<file path="src/rtl/seq_arith_pkg.sv">
// Shared definitions for the bit-serial arithmetic blocks (incrementer and
// deserializer): default frame width and the frame-counter width helper.
package seq_arith_pkg;

  // Default frame width in bits; legal values are 2, 4 and 8.
  localparam int DEFAULT_NBITS = 4;

  // Width of a counter that walks 0..n-1; never narrower than one bit.
  function automatic int cnt_width(input int n);
    return (n > 1) ? $clog2(n) : 1;
  endfunction

endpackage : seq_arith_pkg

</file>
<file path="src/rtl/seq_arith_nx1b_deser_if.sv">
// Serial input plus buffered parallel output with valid/ready handshake and
// the sticky overflow flag. The deserializer is the master; the consumer
// (and the upstream serial source) sits on the slave side.
interface seq_arith_nx1b_deser_if
  import seq_arith_pkg::*;
#(
  parameter int NBITS = DEFAULT_NBITS
);

  logic             in_;
  logic [NBITS-1:0] out;
  logic             out_val;
  logic             out_rdy;
  logic             ovfl;

  modport master (
    input  in_,
    input  out_rdy,
    output out,
    output out_val,
    output ovfl
  );

  modport slave (
    output in_,
    output out_rdy,
    input  out,
    input  out_val,
    input  ovfl
  );

endinterface : seq_arith_nx1b_deser_if

</file>
<file path="src/rtl/seq_arith_bit_counter.sv">
// Modulo-NBITS frame counter. Advances on every edge out of reset and
// flags the last bit position of the frame.
module seq_arith_bit_counter
  import seq_arith_pkg::*;
#(
  parameter int NBITS = DEFAULT_NBITS,
  parameter int CW    = cnt_width(NBITS)
) (
  input  logic          clk,
  input  logic          reset,   // synchronous, active-low
  output logic [CW-1:0] cnt_o,
  output logic          last_o
);

  logic [CW-1:0] cnt_q;
  logic [CW-1:0] cnt_d;

  // Next count: wrap explicitly at NBITS-1 so the frame length does not
  // depend on the counter width.
  always_comb begin
    last_o = (cnt_q == CW'(NBITS - 1));
    cnt_d  = last_o ? '0 : cnt_q + 1'b1;
  end

  // Counter register with synchronous active-low reset.
  // NOTE: sequential state uses non-blocking assignments so every flop
  // samples the pre-edge values, independent of statement order.
  always_ff @(posedge clk) begin
    if (!reset) cnt_q <= '0;
    else        cnt_q <= cnt_d;
  end

  assign cnt_o = cnt_q;

endmodule : seq_arith_bit_counter

</file>
<file path="src/rtl/seq_arith_nx1b_deser.sv">
// Bit-serial to parallel deserializer. Collects NBITS-bit frames LSB first,
// presents each completed word in a one-entry output buffer with a
// valid/ready handshake and records dropped words in a sticky overflow flag.
module seq_arith_nx1b_deser
  import seq_arith_pkg::*;
#(
  parameter int NBITS = DEFAULT_NBITS
) (
  input  logic                   clk,
  input  logic                   reset,   // synchronous, active-low
  seq_arith_nx1b_deser_if.master bus
);

  localparam int CW = cnt_width(NBITS);

  logic [CW-1:0]    cnt;
  logic             last;

  logic [NBITS-2:0] sreg_q, sreg_d;
  logic [NBITS-1:0] out_q, out_d;
  logic             out_val_q, out_val_d;
  logic             ovfl_q, ovfl_d;

  logic [NBITS-1:0] word;
  logic             drain;
  logic             free;
  logic             load;
  logic             drop;

  seq_arith_bit_counter #(
    .NBITS (NBITS),
    .CW    (CW)
  ) u_counter (
    .clk    (clk),
    .reset  (reset),
    .cnt_o  (cnt),
    .last_o (last)
  );

  // Next-state for shift register, output buffer and overflow flag.
  // NOTE: every signal gets a default at the top of the block, so no path
  // leaves one unassigned and no latch is inferred.
  always_comb begin
    sreg_d    = sreg_q;
    out_d     = out_q;
    out_val_d = out_val_q;
    ovfl_d    = ovfl_q;

    // The last bit bypasses the shift register straight into the word.
    word  = {bus.in_, sreg_q};
    drain = out_val_q && bus.out_rdy;
    free  = !out_val_q || bus.out_rdy;
    load  = last && free;
    drop  = last && !free;

    for (int i = 0; i < NBITS - 1; i++) begin
      if (cnt == CW'(i)) sreg_d[i] = bus.in_;
    end

    // A load wins over a drain on the same edge: the consumer takes the old
    // word while the new one replaces it, so valid stays high.
    if (load) begin
      out_d     = word;
      out_val_d = 1'b1;
    end else if (drain) begin
      out_val_d = 1'b0;
    end

    if (drop) ovfl_d = 1'b1;
  end

  // State registers; reset discards any partial frame and the buffer.
  always_ff @(posedge clk) begin
    if (!reset) begin
      sreg_q    <= '0;
      out_q     <= '0;
      out_val_q <= 1'b0;
      ovfl_q    <= 1'b0;
    end else begin
      sreg_q    <= sreg_d;
      out_q     <= out_d;
      out_val_q <= out_val_d;
      ovfl_q    <= ovfl_d;
    end
  end

  assign bus.out     = out_q;
  assign bus.out_val = out_val_q;
  assign bus.ovfl    = ovfl_q;

endmodule : seq_arith_nx1b_deser

</file>
<file path="src/flat_wrapper.sv">
// flat-port wrapper written by rule: the top's interface ports become plain ports
module seq_arith_nx1b_deser_flat import seq_arith_pkg::*;
#(
  parameter int NBITS = DEFAULT_NBITS
)
  (clk, reset, bus_in_, bus_out_rdy, bus_out, bus_out_val, bus_ovfl);
  seq_arith_nx1b_deser_if #(.NBITS(NBITS)) bus_i ();
  input  logic clk;
  input  logic reset;
  input wire logic [$bits(bus_i.in_)-1:0] bus_in_;
  input wire logic [$bits(bus_i.out_rdy)-1:0] bus_out_rdy;
  output wire logic [$bits(bus_i.out)-1:0] bus_out;
  output wire logic [$bits(bus_i.out_val)-1:0] bus_out_val;
  output wire logic [$bits(bus_i.ovfl)-1:0] bus_ovfl;
  assign bus_i.in_ = bus_in_;
  assign bus_i.out_rdy = bus_out_rdy;
  assign bus_out = bus_i.out;
  assign bus_out_val = bus_i.out_val;
  assign bus_ovfl = bus_i.ovfl;
  seq_arith_nx1b_deser #(.NBITS(NBITS)) u_core (.clk(clk), .reset(reset), .bus(bus_i));
endmodule
</file>
<file path="config.mk">
export PLATFORM = sky130hd
export DESIGN_NAME = seq_arith_nx1b_deser_flat
export DESIGN_NICKNAME = d
export VERILOG_FILES = /design/src/rtl/seq_arith_pkg.sv /design/src/rtl/seq_arith_nx1b_deser_if.sv /design/src/rtl/seq_arith_bit_counter.sv /design/src/rtl/seq_arith_nx1b_deser.sv /design/src/flat_wrapper.sv
export SDC_FILE = /design/constraint.sdc
export NUM_CORES = 1
export LEC_CHECK = 0
export CORE_UTILIZATION = 25
export DETAILED_ROUTE_END_ITERATION = 8
export SYNTH_ARGS = -nofsm -noshare
export SYNTH_HDL_FRONTEND = slang
export SYNTH_SLANG_ARGS = --single-unit
</file>
<file path="constraint.sdc">
create_clock -name clk -period 1.4 [get_ports clk]
set_input_delay 0.42 -clock clk [delete_from_list [all_inputs] [get_ports clk]]
set_output_delay 0.42 -clock clk [all_outputs]
set_load 0.005 [all_outputs]
</file>
* Word-level counts from Yosys, hierarchy flattened
Cells that the tools add are included.
W data, S select, Z words.
** Word-level totals
- Register bits after elaboration :: 11
- Output and inout port bits :: 6
- Word-level logic and storage cells :: 23
- Bits of input ports :: 4
** Operators by class
- Reduce and logical (&&, ||, !) cells :: 9
- Add/sub/neg operators :: 1
- Bitwise operators :: 1
- Muxes and demuxes :: 2
- Equality and inequality tests :: 3
** Operators by type and width (number)
- $eq A2 B2 Y1 const B :: 2
- $logic_and A1 B1 Y1 :: 3
- $add A2 B1 Y2 const B :: 1
- $eq A2 B1 Y1 const B :: 1
- $logic_not A1 Y1 :: 2
- $logic_not A2 Y1 :: 1
- $mux W1 :: 2
- $reduce_bool A2 Y1 :: 1
- $reduce_or A2 Y1 :: 1
- $logic_or A1 B1 Y1 :: 1
- $not A1 Y1 :: 1

* Longest topological paths before layout
Gate-level depths: netlist of the first run.
- Depth in word-level cells :: 4
- Mapped depth :: 4
- Mapped depth without buffers :: 4

* Hierarchy
Synthesis of the first run repeated with hierarchy kept, for this count alone.
** Second synthesis, totals
- Cells, all modules :: 43
- Area, all modules :: 447.9 um^2
** By module, submodules not included
- seq_arith_nx1b_deser :: sequential area each 180.2 um^2, area each 374.1 um^2, cells each 38, times used 1
- seq_arith_bit_counter :: sequential area each 40.0 um^2, area each 73.8 um^2, cells each 5, times used 1

* Worst setup path after synthesis of the first run
No wires, ideal clock.
- Path type :: reg2reg
- Start :: register u_core.u_counter.cnt_q[0], in the netlist u_core.u_counter.cnt_o[0]
- End :: register u_core.out_q[0], in the netlist u_core.bus.out[0]
- Stages on the path, launching flop included :: 5
- Setup slack :: 350 ps
- Buffers on the path :: 1
- Required time :: 1328 ps
- Arrival :: 978 ps
- Library setup time :: 72 ps
- Period minus slack after synthesis :: 1050 ps
- Cell sequence :: dfxtp_1 -> ha_1 -> nor2b_2 -> buf_6 -> mux2i_1
** Between the ends
- Cells in the longest elaborated chain, start to end :: 2
** Ends and longest elaborated chain
- from (decl) :: line seq_arith_bit_counter.sv:15 : logic [CW-1:0] cnt_q;
- from (signal assigned) :: line seq_arith_bit_counter.sv:30 : else cnt_q <= cnt_d;
- $eq A2 B2 Y1 :: line seq_arith_bit_counter.sv:21 : last_o = (cnt_q == CW'(NBITS - 1));
- $logic_and A1 B1 Y1 :: line seq_arith_nx1b_deser.sv:53 : load = last && free;
- to (signal assigned) :: line seq_arith_nx1b_deser.sv:81 : out_q <= out_d;
- to (decl) :: line seq_arith_nx1b_deser.sv:20 : logic [NBITS-1:0] out_q, out_d;
Every way passes these cells.
A chain may end at the register's enable or synchronous reset.

* Final worst setup path of the first run
- Start :: register u_core.out_q[2], in the netlist u_core.bus.out[2]
- End :: output port bus_out[2]
** RTL lines
- to (decl) :: line flat_wrapper.sv:12 : output wire logic [$bits(bus_i.out)-1:0] bus_out;
No word-level cell between the ends.

==> results.tsv, run 1 <==
metric	value	unit
status	completed	
post-cts resize count	6	
first-pass GRT wire length	1260	µm
vias in the first global route	295	
final wirelength	739	µm
Pre-Repair DR Iteration Count	2	
XOR/XNOR Fraction of Synth Area	0	
Via Count	324	
mux share of post-synthesis cell area	0.147	
CTS tree	built	
GRT Util Overall	0.0888	
post-CTS setup buffer count	0	
Worst Path Buf+Inv	1	
power consumption	0.000646	W
Seq pwr share	0.532	
Worst R2R Setup Slack	0.25	ns
commonest non-fill, non-tap cell in the layout	dfxtp_1	
Clock Path Buffers	2	
unrepaired setup endpoints after global routing	false	
antenna cells	0	
Comb pwr share	0.144	
slowest stage delay, CP	0.32	ns
I/O Pins	10	
RR Startpoint	u_core.u_counter.cnt_o[0]	
count of final setup violators	0	
CP max FO	2	
cell breakdown of the critical path	dlygate4sd2_1	
synthesized instance count	44	
Hold Path Origin	u_core.bus.out[0]	
critical path startpoint category	register	
Worst Path Required	0.98	ns
Peak supply drop	0.550	mV
Cell Area, Placed	611	µm²
Hold EP	u_core.bus.out[0]	
Tcrit/Tclk final	0.896	
GP Congestion	0.605	
Worst-Skew Late Latency	0.26	ns
vias per inst	3.90	
# hold bufs at CTS	0	
syn_nets	52	
Hold Violations, Final	0	
Max-slew headroom	0.810	
hold_ws	0.455	ns
Worst Tran Pin Value	0.284	ns
post-route cell area	629	µm²
type of the most critical hold path	register to register	
final net count	67	
Die W	45.7	µm
R2R cell count	3	
layout cells sized above 1	0.138	
critical path startpoint	u_core.bus.out[2]	
largest family of logic cells by synthesized area	simple AND/OR/NAND/NOR gates	
CTS root buffer	clkbuf_4	
1st-iter DRT viols	5	
Area Growth Syn to Fin	32.0	%
core box area	0.00176	mm²
Ys Warns	0	
CP endpoint kind	output port	
Layout fillers	194	
register area share after synthesis	0.462	
H-tree Lvls	1	
Synth Area in Adders	0.105	
switching pwr	0.000150	W
clock sinks	11	
hold path depth	2	
PD cells	1030	mW/mm²
setup ws final	0.145	ns
Max Clk Rate	797	MHz
Compound-Gate Fraction of Synth Area	0.0262	
CP Class	register to output port	
Clock power frac	0.324	
Synth cell types	13	
mapped cell area	477	µm²
GR Overflow Total	0	
Max-Cap Viols	0	
Pint	0.000495	W
port bufs	9	
switching share of power	0.233	
drc violations	0	
most frequent cells in the layout	dfxtp_1 (11), nand2_1 (8), mux2i_1 (7)	
initial antenna violation count	0	
crit path max-delay cell type	dfxtp_1	
Simple-Gate Fraction of Synth Area	0.197	
DP HPWL	522	µm
Die ar.	0.00209	mm²
#FFs+latches synth	11	
num rows	15	
largest net degree at the start of global routing	16	
dpl ws	-0.120	ns
Clock transition at path regs	0.07	ns
Crit path max-delay family	flip-flops	
die span in y	45.7	µm
Initial Util	0.270	
Syn Area/Cell	10.8	µm²
Avg WL per Cell	8.90	µm
R2R Path End	u_core.bus.out[1]	
Clock Skew	0.000289	ns
pins over their slew limit	0	
Final ANT Viol Nets	0	
Pleak	0.274	nW
Worst EP arrival	0.83	ns
Final Util	0.357	
TritonCTS buffer count	3	
min Tclk post-route	1.25	ns
metal layers:
metal / part of all wire / vias up / global-route usage
met5: 0 / - / 0
li1: - / 170 / -
met3: 0.057 / 0 / 0.0595
met4: 0 / 0 / 0.0182
met1: 0.49 / 147 / 0.111
met2: 0.45 / 7 / 0.126
power groups by stage:
stage | registers (W) | logic (W) | clock network (W)
detailed placement | 0.000352 | 0.0000932 | 0
global route | 0.000347 | 0.000105 | 0.000230
floorplan | 0.000349 | 0.0000619 | 0
finish | 0.000344 | 0.0000927 | 0.000209
global placement | 0.000352 | 0.0000938 | 0
CTS | 0.000344 | 0.0000945 | 0.000218
synthesized netlist by cell type:
| library cell | number | share of area |
|---|---|---|
| buf_6 | 2 | 0.047 |
| nor2b_1 | 4 | 0.052 |
| a21oi_1 | 1 | 0.010 |
| nor2b_4 | 1 | 0.029 |
| and3b_1 | 1 | 0.018 |
| nor3b_1 | 1 | 0.016 |
| o21a_1 | 1 | 0.016 |
| dfxtp_1 | 11 | 0.46 |
| ha_1 | 4 | 0.10 |
| inv_1 | 2 | 0.016 |
| nor2b_2 | 1 | 0.018 |
| nand2_1 | 8 | 0.063 |
| mux2i_1 | 7 | 0.15 |
logic make-up after synthesis:
kind of cell | count (synthesis)
and+or+nand+nor | 16
DFF | 11
muxes | 7
buffers and inverters | 4
adders and majority gates | 4
AOI/OAI and AO/OA | 2
metrics by stage:
step                cells  setup TNS [ns]
finish                 83               0
global route           83               0
CTS                    83               0
detailed placement     79          -0.459
global placement       79          -0.448
floorplan              44               0
area by class of cell:
class / instances / area [µm²] / share of cell area
Multi-Input combinational cell: 29 / 226 / 0.360
Sequential cell: 11 / 220 / 0.350
Timing Repair Buffer: 12 / 118 / 0.187
Tap cell: 25 / 31.3 / 0.0497
Clock buffer: 4 / 26.3 / 0.0417
Inverter: 2 / 7.51 / 0.0119
worst max-delay path by stage:
stage               slack [ns]                 to  depth (start not counted)
global route              0.08  u_core.bus.out[1]                          4
finish                    0.15         bus_out[2]                          1
global placement         -0.12  u_core.bus.out[1]                          4
CTS                       0.13         bus_out[2]                          1
floorplan                 0.35  u_core.bus.out[0]                          4
detailed placement       -0.12  u_core.bus.out[1]                          4
flip-flops by register name, indices dropped and copies added, names as in the netlist:
signal                  cells
u_core.bus.out              4
u_core.sreg_q               3
u_core.u_counter.cnt_o      2
u_core.bus.out_val          1
u_core.bus.ovfl             1
Note: power is estimated with default switching activity, not from simulation.
==> inputs of run 2 (changes only) <==
--- a/config.mk
+++ b/config.mk
@@ -6,7 +6,9 @@
 export NUM_CORES = 1
 export LEC_CHECK = 0
 export CORE_UTILIZATION = 25
+export CTS_BUF_LIST = sky130_fd_sc_hd__clkbuf_2
 export DETAILED_ROUTE_END_ITERATION = 8
 export SYNTH_ARGS = -nofsm -noshare
 export SYNTH_HDL_FRONTEND = slang
+export SYNTH_HIERARCHICAL = 1
 export SYNTH_SLANG_ARGS = --single-unit
==> results.tsv, run 2 <==
metric	value	unit	change
synthesized instance count	43		was 44
Avg WL per Cell	9.28	µm	was 8.90 µm
power consumption	0.000614	W	was 0.000646 W
vias in the first global route	321		was 295
commonest non-fill, non-tap cell in the layout	nand2_1		was dfxtp_1
Via Count	319		was 324
Tcrit/Tclk final	0.898		was 0.896
CTS tree	built		unchanged
Max Clk Rate	795	MHz	was 797 MHz
dpl ws	-0.115	ns	was -0.120 ns
Ys Warns	6		was 0
Worst-Skew Late Latency	0.25	ns	was 0.26 ns
CTS root buffer	clkbuf_2		was clkbuf_4
Layout fillers	167		was 194
Max-Cap Viols	0		unchanged
CP endpoint kind	output port		unchanged
first-pass GRT wire length	1370	µm	was 1260 µm
Clock transition at path regs	0.11	ns	was 0.07 ns
I/O Pins	10		unchanged
Clock Skew	0.00319	ns	was 0.000289 ns
CP Class	register to output port		unchanged
Worst Path Buf+Inv	1		unchanged
H-tree Lvls	1		unchanged
count leader, synth	dfxtp_1		unchanged
Final Util	0.384		was 0.357
port bufs	9		unchanged
type of the most critical hold path	register to register		unchanged
count of final setup violators	0		unchanged
Synth top area share	0.492		was 0.462
max reg flops	4		unchanged
FFs w/ async S/R, synth	0		unchanged
Synth cell types	17		was 13
cell breakdown of the critical path	dlygate4sd2_1		unchanged
setup ws final	0.143	ns	was 0.145 ns
layout cells sized above 1	0.259		was 0.138
XOR/XNOR Fraction of Synth Area	0		unchanged
final net count	64		was 67
min Tclk post-route	1.26	ns	was 1.25 ns
Post-synth top cells	dfxtp_1 (11), nand2_1 (9), mux2i_1 (6)		was dfxtp_1 (11), nand2_1 (8), mux2i_1 (7)
Worst EP arrival	0.84	ns	was 0.83 ns
antenna cells	0		unchanged
mux share of post-synthesis cell area	0.134		was 0.147
GRT Util Overall	0.0989		was 0.0888
Worst Path Required	0.98	ns	about the same
#FFs+latches synth	11		unchanged
Cell Area, Placed	587	µm²	was 611 µm²
Synth Area in Adders	0.0279		was 0.105
Pleak	0.266	nW	was 0.274 nW
Worst Tran Pin Value	0.260	ns	was 0.284 ns
EDFF count, synth	0		unchanged
Die ar.	0.00197	mm²	was 0.00209 mm²
slowest stage delay, CP	0.33	ns	was 0.32 ns
Die W	44.3	µm	was 45.7 µm
crit path max-delay cell type	dfxtp_2		was dfxtp_1
vias per inst	3.89		was 3.90
Syn Area/Cell	10.4	µm²	was 10.8 µm²
unrepaired setup endpoints after global routing	false		unchanged
Compound-Gate Fraction of Synth Area	0.0559		was 0.0262
Final ANT Viol Nets	0		unchanged
largest family of logic cells by synthesized area	simple AND/OR/NAND/NOR gates		unchanged
Pre-Repair DR Iteration Count	2		unchanged
Clock Path Buffers	2		unchanged
final wirelength	761	µm	was 739 µm
CP max FO	2		unchanged
largest net degree at the start of global routing	16		unchanged
core box area	0.00159	mm²	was 0.00176 mm²
GP Congestion	0.682		was 0.605
mapped cell area	448	µm²	was 477 µm²
num rows	14		was 15
TritonCTS buffer count	3		unchanged
drc violations	0		unchanged
top cells by area, synth	dfxtp_1 (49%), mux2i_1 (13%), nand2_1 (7.5%)		was dfxtp_1 (46%), mux2i_1 (15%), ha_1 (10%)
1st-iter DRT viols	4		was 5
setup tns final	0	ns	unchanged
ys flop type	dfxtp_1		unchanged
critical path startpoint category	register		unchanged
post-route cell area	612	µm²	was 629 µm²
Hold Violations, Final	0		unchanged
Peak supply drop	0.455	mV	was 0.550 mV
status	completed		unchanged
syn_nets	48		was 52
initial antenna violation count	0		unchanged
Area Growth Syn to Fin	36.6	%	was 32.0%
die span in y	44.3	µm	was 45.7 µm
clock sinks	11		unchanged
Max-slew headroom	0.826		was 0.810
register area share after synthesis	0.492		was 0.462
Simple-Gate Fraction of Synth Area	0.254		was 0.197
GR Overflow Total	0		unchanged
top cell type by total area after synthesis	dfxtp_1		unchanged
pins over their slew limit	0		unchanged
most frequent cells in the layout	nand2_1 (9), dfxtp_1 (7), dlygate4sd2_1 (6), mux2i_1 (6)		was dfxtp_1 (11), nand2_1 (8), mux2i_1 (7)
Initial Util	0.281		was 0.270
PD cells	1000	mW/mm²	was 1030 mW/mm²
Crit path max-delay family	flip-flops		unchanged
run 2: cell count changes in the layout (fill, tap and decap cells not counted), moves of 2 or more:
cell,delta
clkbuf_2,+4
clkbuf_4,-3
dfxtp_1,-4
dfxtp_2,+4
ha_1,-3
inv_1,-2
run 2: cell families (layout without fill, tap and decap cells):
group                    count (synthesis)  in the layout
buffers and inverters                    2             17
adder cells (fa/ha/maj)                  1              1
AND/OR/NAND/NOR                         19             19
multiplexers                             6              6
AO/OA/AOI/OAI                            4              4
flip-flops                              11             11
run 2: cell type report:
cell class,instances,area [µm²],area share
sequential,11,225,0.368
multi-input combinational,30,211,0.346
timing repair buffer,13,125,0.204
tap,24,30.0,0.0491
clock buffer,4,20.0,0.0327
run 2: through the flow:
stage / std cells / hold slack (ns)
floorplan: 43 / 0.435
global placement: 77 / 0.450
detailed placement: 77 / 0.452
CTS: 82 / 0.465
global route: 82 / 0.484
finish: 82 / 0.461
run 2: path summary, 6_finish.rpt:
path	startpoint	end	slack, ns	cells past startpoint
max	u_core/bus.out_val	bus_out_val	0.14	1
min	u_core/bus.out[0]	u_core/bus.out[0]	0.46	2
max reg2reg	u_core/u_counter/cnt_o[1]	u_core/bus.out[3]	0.22	3
min reg2reg	u_core/bus.out[0]	u_core/bus.out[0]	0.46	2
run 2: layer usage:
metal,global-route usage,up-vias,part of all wire
met2,0.144,6,0.43
li1,-,170,-
met3,0.0367,2,0.046
met5,0,-,0
met1,0.118,141,0.51
met4,0.0727,0,0.011
run 2: what timing repair did:
item,4_1_cts,5_1_grt
buffers inserted,1,0
gates resized for setup,10,0
hold buffers,0,0
setup endpoints to repair,6,0
run 2: report_power, final:
part           internal, W  switching (W)  leakage (nW)
Sequential        0.000332      0.0000124        0.0916
Combinational    0.0000530      0.0000364         0.157
Clock            0.0000759       0.000104        0.0166
Total             0.000461       0.000152         0.266
==> inputs of run 3 (changes only) <==
--- a/config.mk
+++ b/config.mk
@@ -5,9 +5,12 @@
 export SDC_FILE = /design/constraint.sdc
 export NUM_CORES = 1
 export LEC_CHECK = 0
-export CORE_UTILIZATION = 25
+export CELL_PAD_IN_SITES_DETAIL_PLACEMENT = 0
+export CELL_PAD_IN_SITES_GLOBAL_PLACEMENT = 2
+export CORE_UTILIZATION = 30
 export CTS_BUF_LIST = sky130_fd_sc_hd__clkbuf_2
 export DETAILED_ROUTE_END_ITERATION = 8
+export PLACE_DENSITY_LB_ADDON = 0.1
 export SYNTH_ARGS = -nofsm -noshare
 export SYNTH_HDL_FRONTEND = slang
 export SYNTH_HIERARCHICAL = 1
==> results.tsv, run 3 (synthesis gave the netlist of run 2 again) <==
metric	value	unit	change
CP endpoint kind	register		was output port
Die W	40.6	µm	was 44.3 µm
Hold EP	u_core/bus.out[0]		unchanged
power consumption	0.000598	W	was 0.000614 W
Clock transition at path regs	0.10	ns	was 0.11 ns
Initial Util	0.332		was 0.281
# hold bufs at CTS	0		unchanged
Worst Tran Pin Value	0.263	ns	was 0.260 ns
R2R cell count	3		unchanged
clock sinks	11		unchanged
cell breakdown of the critical path	clkdlybuf4s50_1 -> nor2b_4 -> nor2b_2 -> mux2i_1		was dlygate4sd2_1
Final Util	0.432		was 0.384
GRT Util Overall	0.120		was 0.0989
type of the most critical hold path	register to register		unchanged
Tcrit/Tclk final	0.896		was 0.898
min Tclk post-route	1.26	ns	about the same
hold path depth	2		unchanged
Worst R2R Setup Slack	0.20	ns	was 0.22 ns
Area Growth Syn to Fin	30.2	%	was 36.6%
commonest non-fill, non-tap cell in the layout	nand2_1		unchanged
CP Class	input port to register		was register to output port
Hold Violations, Final	0		unchanged
Clock Skew	0.00688	ns	was 0.00319 ns
1st-iter DRT viols	2		was 4
Final ANT Viol Nets	0		unchanged
Pleak	0.257	nW	was 0.266 nW
slowest stage delay, CP	0.50	ns	was 0.33 ns
vias per inst	4.50		was 3.89
pins over their slew limit	0		unchanged
num rows	13		was 14
GP Congestion	0.703		was 0.682
critical path startpoint category	input port		was register
I/O Pins	10		unchanged
core box area	0.00135	mm²	was 0.00159 mm²
count of final setup violators	0		unchanged
CTS root buffer	clkbuf_2		unchanged
post-cts resize count	12		was 10
R2R Path End	u_core/bus.out[0]		was u_core/bus.out[3]
CTS tree	built		unchanged
PD cells	1030	mW/mm²	was 1000 mW/mm²
final net count	63		was 64
unrepaired setup endpoints after global routing	false		unchanged
most frequent cells in the layout	nand2_1 (9), dlygate4sd2_1 (6), mux2i_1 (6), dfxtp_2 (6), dfxtp_1 (5)		was nand2_1 (9), dfxtp_1 (7), dlygate4sd2_1 (6), mux2i_1 (6)
RR Startpoint	u_core/u_counter/cnt_o[0]		was u_core/u_counter/cnt_o[1]
Die ar.	0.00165	mm²	was 0.00197 mm²
port bufs	9		unchanged
final wirelength	727	µm	was 761 µm
Clock Path Buffers	2		unchanged
crit path max-delay cell type	clkdlybuf4s50_1		was dfxtp_2
Via Count	324		was 319
initial antenna violation count	0		unchanged
antenna cells	0		unchanged
largest net degree at the start of global routing	16		unchanged
Avg WL per Cell	10.1	µm	was 9.28 µm
Worst-Skew Late Latency	0.25	ns	about the same
max reg flops	4		unchanged
first-pass GRT wire length	1250	µm	was 1370 µm
setup ws final	0.145	ns	was 0.143 ns
Crit path max-delay family	buffers and inverters		was flip-flops
H-tree Lvls	1		unchanged
Max Clk Rate	797	MHz	was 795 MHz
TritonCTS buffer count	3		unchanged
Max-slew headroom	0.824		was 0.826
die span in y	40.6	µm	was 44.3 µm
Worst EP arrival	1.43	ns	was 0.84 ns
Worst Path Buf+Inv	1		unchanged
Hold Path Origin	u_core/sreg_q[0]		was u_core/bus.out[0]
CP max FO	4		was 2
GR Overflow Total	0		unchanged
layout cells sized above 1	0.281		was 0.259
drc violations	0		unchanged
Max-Cap Viols	0		unchanged
dpl ws	-0.117	ns	was -0.115 ns
status	completed		unchanged
Peak supply drop	0.375	mV	was 0.455 mV
Pre-Repair DR Iteration Count	2		unchanged
post-CTS setup buffer count	0		was 1
vias in the first global route	317		was 321
Worst Path Required	1.58	ns	was 0.98 ns
## run 3: changes by cell type in the layout (fill, tap and decap cells not counted), sizes merged
cell	previous run	this run
buf	4	3
## run 3: area by class of cell
cell class / instances / area, µm²
clock buffers: 4 / 20.0
fillers: 135 / 767
repair buffers: 12 / 105
well taps: 15 / 18.8
flip-flops and latches: 11 / 228
multi-input cells: 30 / 211
## run 3: layer usage
metal / GRT usage / vias up / wire (µm)
met3: 0.0326 / 2 / 36
li1: - / 171 / -
met1: 0.148 / 145 / 390
met4: 0.100 / 0 / 8
met2: 0.171 / 6 / 290
met5: 0 / - / 0
## run 3: how the worst max path moves through the flow
stage | from | end | slack (ns) | cells after the start
final | bus_out_rdy | u_core/bus.out[0] | 0.14 | 4
after global routing | u_core/bus.out_val | bus_out_val | 0.09 | 1
after CTS | u_core/bus.out[3] | bus_out[3] | 0.13 | 1
after detailed placement | bus_out_rdy | u_core/bus.out[0] | -0.12 | 4
after global placement | bus_out_rdy | u_core/bus.out[3] | -0.09 | 4
after floorplan | u_core/u_counter/cnt_o[0] | u_core/bus.out[0] | 0.29 | 4
## run 3: worst min-delay path: cells and delay by family, from the launching register on
kind / cells / cell delay, ns
multiplexers: 1 / 0.06
flip-flops: 1 / 0.32
AND/OR/NAND/NOR: 1 / 0.05
## run 3: metrics by stage
stage          hold WS, ns  TNS (ns)  instances  cell area [µm²]
5_1_grt              0.479         0         72              583
2_1_floorplan        0.435         0         43              448
3_3_place_gp         0.448    -0.326         68              563
4_1_cts              0.463         0         72              583
6_report             0.454         0         72              583
3_5_place_dp         0.451    -0.432         68              563
## run 3: where the power goes
| part | internal (W) | switching [W] | total [W] |
|---|---|---|---|
| combinational | 0.0000461 | 0.0000309 | 0.0000770 |
| clock | 0.0000759 | 0.0000982 | 0.000174 |
| sequential | 0.000332 | 0.0000149 | 0.000347 |
